[config.mk]
export PLATFORM = sky130hd
export DESIGN_NAME = axi_rd_beat_resp
export DESIGN_NICKNAME = d
export VERILOG_FILES = /design/src/rtl/axi_rd_beat_resp.sv
export SDC_FILE = /design/constraint.sdc
export NUM_CORES = 1
export LEC_CHECK = 0
export CAP_MARGIN = 10
export CORE_MARGIN = 2
export CORE_UTILIZATION = 50
export DETAILED_ROUTE_END_ITERATION = 16
export HOLD_SLACK_MARGIN = 0.08
export PLACE_DENSITY = 0.73
export SLEW_MARGIN = 20
export SYNTH_ARGS = -nofsm -noshare
export SYNTH_HDL_FRONTEND = slang
export SYNTH_SLANG_ARGS = --single-unit
[constraint.sdc]
create_clock -name CLK -period 10.44 [get_ports CLK]
set_input_delay 3.132 -clock CLK [delete_from_list [all_inputs] [get_ports CLK]]
set_output_delay 3.132 -clock CLK [all_outputs]
set_load 0.03 [all_outputs]
[src/rtl/axi_rd_beat_resp.sv]
// Per-beat AXI read responder: SRAM read issue, fixed-latency tag pipe,
// credit-protected response FIFO and R channel with full backpressure.
`ifndef ID_BITS
`define ID_BITS 4
`endif

module axi_rd_beat_resp #(
  parameter int masters    = 4,
  parameter int width      = 22,
  parameter int p_size     = 4,
  parameter int rd_latency = 2,
  parameter int depth      = 4,
  parameter int mem_bytes  = 4194304
) (
  input  logic                    CLK,
  input  logic                    RESETN,
  input  logic [masters-1:0]      I_MASTER,
  input  logic [`ID_BITS-1:0]     I_ID,
  input  logic [width-1:0]        I_ADDR,
  input  logic                    I_LAST,
  input  logic                    I_VALID,
  output logic                    I_READY,
  output logic                    MEM_CS,
  output logic [width-p_size-1:0] MEM_ADDR,
  input  logic [(8<<p_size)-1:0]  MEM_RDATA,
  output logic [masters-1:0]      R_MASTER,
  output logic [`ID_BITS-1:0]     R_ID,
  output logic [(8<<p_size)-1:0]  R_DATA,
  output logic [1:0]              R_RESP,
  output logic                    R_LAST,
  output logic                    R_VALID,
  input  logic                    R_READY
);

  localparam int DB = 8 << p_size;
  localparam int IB = `ID_BITS;
  localparam int PW = $clog2(depth);
  localparam int CW = PW + 1;
  localparam logic [63:0] LIM = 64'(mem_bytes);

  logic          in_range;
  logic          acc;
  logic          wr;
  logic          pop;
  logic [CW:0]   used;
  logic [CW-1:0] inf_q, inf_d;
  logic [CW-1:0] occ_q, occ_d;
  logic [PW-1:0] wp_q, rp_q;
  logic [DB-1:0] wdata;

  logic [rd_latency-1:0] tv_q;
  logic [rd_latency-1:0] tl_q;
  logic [masters-1:0]    tm_q [rd_latency];
  logic [IB-1:0]         ti_q [rd_latency];
  logic [1:0]            tr_q [rd_latency];

  logic [masters-1:0] fm_q [depth];
  logic [IB-1:0]      fi_q [depth];
  logic               fl_q [depth];
  logic [1:0]         fr_q [depth];
  logic [DB-1:0]      fd_q [depth];

  assign in_range = 64'(I_ADDR) < LIM;
  assign used     = {1'b0, inf_q} + {1'b0, occ_q};
  assign I_READY  = used < (CW+1)'(depth);
  assign acc      = I_VALID && I_READY;
  assign MEM_CS   = acc && in_range;
  assign MEM_ADDR = I_ADDR[width-1:p_size];

  assign wr    = tv_q[rd_latency-1];
  assign pop   = R_VALID && R_READY;
  assign wdata = (tr_q[rd_latency-1] == 2'b00) ? MEM_RDATA : '0;

  assign inf_d = inf_q + CW'(acc) - CW'(wr);
  assign occ_d = occ_q + CW'(wr) - CW'(pop);

  always_ff @(posedge CLK) begin
    if (!RESETN) begin
      tv_q  <= '0;
      wp_q  <= '0;
      rp_q  <= '0;
      inf_q <= '0;
      occ_q <= '0;
    end else begin
      tv_q[0] <= acc;
      for (int i = 1; i < rd_latency; i++)
        tv_q[i] <= tv_q[i-1];
      if (wr)
        wp_q <= wp_q + PW'(1);
      if (pop)
        rp_q <= rp_q + PW'(1);
      inf_q <= inf_d;
      occ_q <= occ_d;
      if (wr)
        assert (occ_q != CW'(depth));
    end
  end

  // Tag payload only matters where its valid bit is set.
  always_ff @(posedge CLK) begin
    tm_q[0] <= I_MASTER;
    ti_q[0] <= I_ID;
    tl_q[0] <= I_LAST;
    tr_q[0] <= in_range ? 2'b00 : 2'b11;
    for (int i = 1; i < rd_latency; i++) begin
      tm_q[i] <= tm_q[i-1];
      ti_q[i] <= ti_q[i-1];
      tl_q[i] <= tl_q[i-1];
      tr_q[i] <= tr_q[i-1];
    end
  end

  always_ff @(posedge CLK) begin
    if (wr) begin
      fm_q[wp_q] <= tm_q[rd_latency-1];
      fi_q[wp_q] <= ti_q[rd_latency-1];
      fl_q[wp_q] <= tl_q[rd_latency-1];
      fr_q[wp_q] <= tr_q[rd_latency-1];
      fd_q[wp_q] <= wdata;
    end
  end

  assign R_VALID  = occ_q != '0;
  assign R_MASTER = R_VALID ? fm_q[rp_q] : '0;
  assign R_ID     = R_VALID ? fi_q[rp_q] : '0;
  assign R_LAST   = R_VALID ? fl_q[rp_q] : 1'b0;
  assign R_RESP   = R_VALID ? fr_q[rp_q] : 2'b00;
  assign R_DATA   = R_VALID ? fd_q[rp_q] : '0;

endmodule

==> metrics.yaml <==
run_status: "complete, no violations"
fp-row-count: 76
cts_max_level: 2
r2r_end: "fd_q[2][19]$_DFFE_PP_"
fp.coreArea_um2: 43300
synthToLayoutAreaGrowth_pct: 22.8
fin_area_um2: 27100
io_pins: 323
grt_pass1_vias: 11200
drc: 0
drive_above_1_share: 0.188
critical_path_class: "input port to primary output"
p_seq_frac: 0.388
yosys-top-cells-count: "edfxtp_1 (548), and2_1 (147), mux4_2 (137), dfxtp_1 (32), buf_4 (20)"
rsz0062_at_grt: "no"
fillers: 2986
maxSlewHeadroom: 0.338
drt-initial-drc-count: 719
min_from: "tm_q[0][3]$_DFF_P_"
yosysWarnings: 0
finalCritPeriodShare: 0.742
yosys.cell_count.top_type: "edfxtp_1"
end_kind: "primary output"
hold_viol_final: 0
cts.clk_slew.worst_paths_ns: 0.06
grt_pass1_wl_um: 65100
synth.top_cell.area_share: 0.747
synth_top_flop_cell: "edfxtp_1"
gr-total-overflow: 0
synthCells: 974
ys_seq_area_frac: 0.776
cts_buffers: 56
root_buffer: "clkbuf_16"
hold_path_class: "register to register"
clockBufferDepth: 3
dp_hpwl_um: 23700
portBuffers: 280
setup_violations: 0
cts_tree: "done"
finClkSkew_ns: 0.0146
switching_power_uw: 2060
power_density_nw_per_um2: 255
fmax_mhz: 129
clkLatencyLatePin_ns: 0.59
cts_resized: 0
crit_required_ns: 7.31
irDropWorstVdd_mv: 0.222
via_per_inst: 5.41
final_nets: 1436
r2r_start: "wp_q[0]$_SDFFE_PN0P_"
vias: 10200
post-cts-setup-buffer-count: 0
drt_pass1_iterations: 5
yosysTopAreaCell: "edfxtp_1"
period_minus_slack_ns: 7.75
place.gp.congestion: 0.707
switching_share: 0.299
combPwrFrac: 0.313
yosysUniqueCellTypes: 26
start_util: 0.509
hold-path-endpoint: "tm_q[0][7]$_DFF_P_"
async_flop_share: 0
grt_max_degree: 74
p_leak_uw: 0.00860
fin_tns_setup_ns: 0
p_clk_frac: 0.299
rrSetupSlack_ns: 7.99
worst-endpoint-arrival_ns: 4.61
cap_viol_max_count: 0
track_usage: 0.187
drt.antenna.violating_nets: 0
dpl_cell_area_um2: 25200
cts_sinks: 580
synth.area.top_cells: "edfxtp_1 (75%), mux4_2 (14%), and2_1 (4.2%)"
die_width_um: 214
tightestPinTransition_ns: 0.993
ctsHoldBuffers: 0
netlist_area_um2: 22000
n_antenna_cell: 0
die_h_um: 214
antenna_found_initial: 5
synth_edf_count: 548
reg2regPathDepth: 4
synth.avg_cell_area_um2: 22.6
ys_seq_elements: 580
critPathLaunchType: "input port"
whs_path_depth: 0
slew_viol_final: 0
die-area_um2: 45800
p_int_uw: 4840
cp_max_fo: 2
wl_per_cell_um: 22.3
wl_um: 42000
how the worst max path moves through the flow:
| stage | start | endpoint | slack [ns] |
|---|---|---|---|
| after global placement | I_VALID | MEM_CS | 2.65 |
| after global routing | I_VALID | MEM_CS | 2.55 |
| after detailed placement | I_VALID | MEM_CS | 2.68 |
| after floorplan | I_VALID | MEM_CS | 3.39 |
| after CTS | I_VALID | MEM_CS | 2.66 |
| final | I_VALID | MEM_CS | 2.69 |
cells in the final DEF, fill, tap and decap left out, drive strengths merged:
| cell | instances |
|---|---|
| inv | 9 |
| nor4bb | 1 |
| mux2i | 4 |
| conb | 2 |
| and2 | 147 |
| o31a | 1 |
| clkinv | 16 |
| o311ai | 1 |
| nor2 | 1 |
| clkdlybuf4s50 | 280 |
| xnor3 | 2 |
| nor3b | 1 |
| nand2 | 2 |
| nand2b | 2 |
| bufinv | 9 |
| or3 | 2 |
| xor2 | 1 |
| buf | 14 |
| mux4 | 137 |
| dfxtp | 32 |
| edfxtp | 548 |
| and3 | 1 |
| clkinvlp | 5 |
| nor2b | 3 |
| ha | 10 |
| fa | 2 |
| clkbuf | 69 |
routing by layer:
metal | vias up | global-route usage | wire [µm]
li1 | 4481 | - | -
met1 | 5341 | 0.244 | 17500
met2 | 296 | 0.308 | 20700
met3 | 81 | 0.0493 | 2700
met4 | 10 | 0.0601 | 970
met5 | - | 0 | 69
registers in the layout (all words and copies together) (netlist names), named ones only:
| signal | flops |
|---|---|
| fm_q | 16 |
| fl_q | 4 |
| tv_q | 2 |
| fd_q | 512 |
| rp_q | 2 |
| tl_q | 2 |
| ti_q | 8 |
| wp_q | 2 |
| occ_q | 3 |
| tm_q | 8 |
| inf_q | 3 |
| fi_q | 16 |
worst max-delay path, stage by stage:
cell             delay, ns
clkdlybuf4s50_1       0.47
nor3b_1               0.24
clkdlybuf4s50_1       0.77
final cells by class:
class                           count  area, µm²  area share
Sequential cell                   580      17100       0.632
Multi-Input combinational cell    320       4380       0.162
Timing Repair Buffer              294       2910       0.107
Clock buffer                       69       1510      0.0559
Tap cell                          585        732      0.0271
Clock inverter                     30        387      0.0143
Inverter                            9       33.8     0.00125
stage by stage:
step	power (µW)	instances	hold slack (ns)	setup WS, ns	util
final	6910	1887	0.325	2.69	0.625
after global routing	7190	1887	0.332	2.55	0.625
after CTS	7010	1887	0.326	2.66	0.625
after detailed placement	4930	1788	0.313	2.68	0.582
after global placement	4920	1788	0.310	2.65	0.582
after floorplan	4140	975	0.310	3.39	-
power groups by stage:
stage | registers (µW) | logic [µW] | clock network (µW)
after floorplan | 2700 | 1440 | 0
after global placement | 2730 | 2190 | 0
after detailed placement | 2730 | 2200 | 0
after CTS | 2680 | 2210 | 2120
after global routing | 2690 | 2290 | 2200
final | 2680 | 2160 | 2060
logic make-up after synthesis:
| family | Yosys count | synth area share |
|---|---|---|
| buf+inv | 75 | 0.0261 |
| simple gates | 160 | 0.0453 |
| compound gates | 2 | 0.000795 |
| flops | 580 | 0.776 |
| fa+ha+maj | 12 | 0.00750 |
| mux | 141 | 0.142 |
| xor+xnor | 3 | 0.00244 |
| other cells | 1 | 0.000170 |
(Power assumes the default switching activity.)
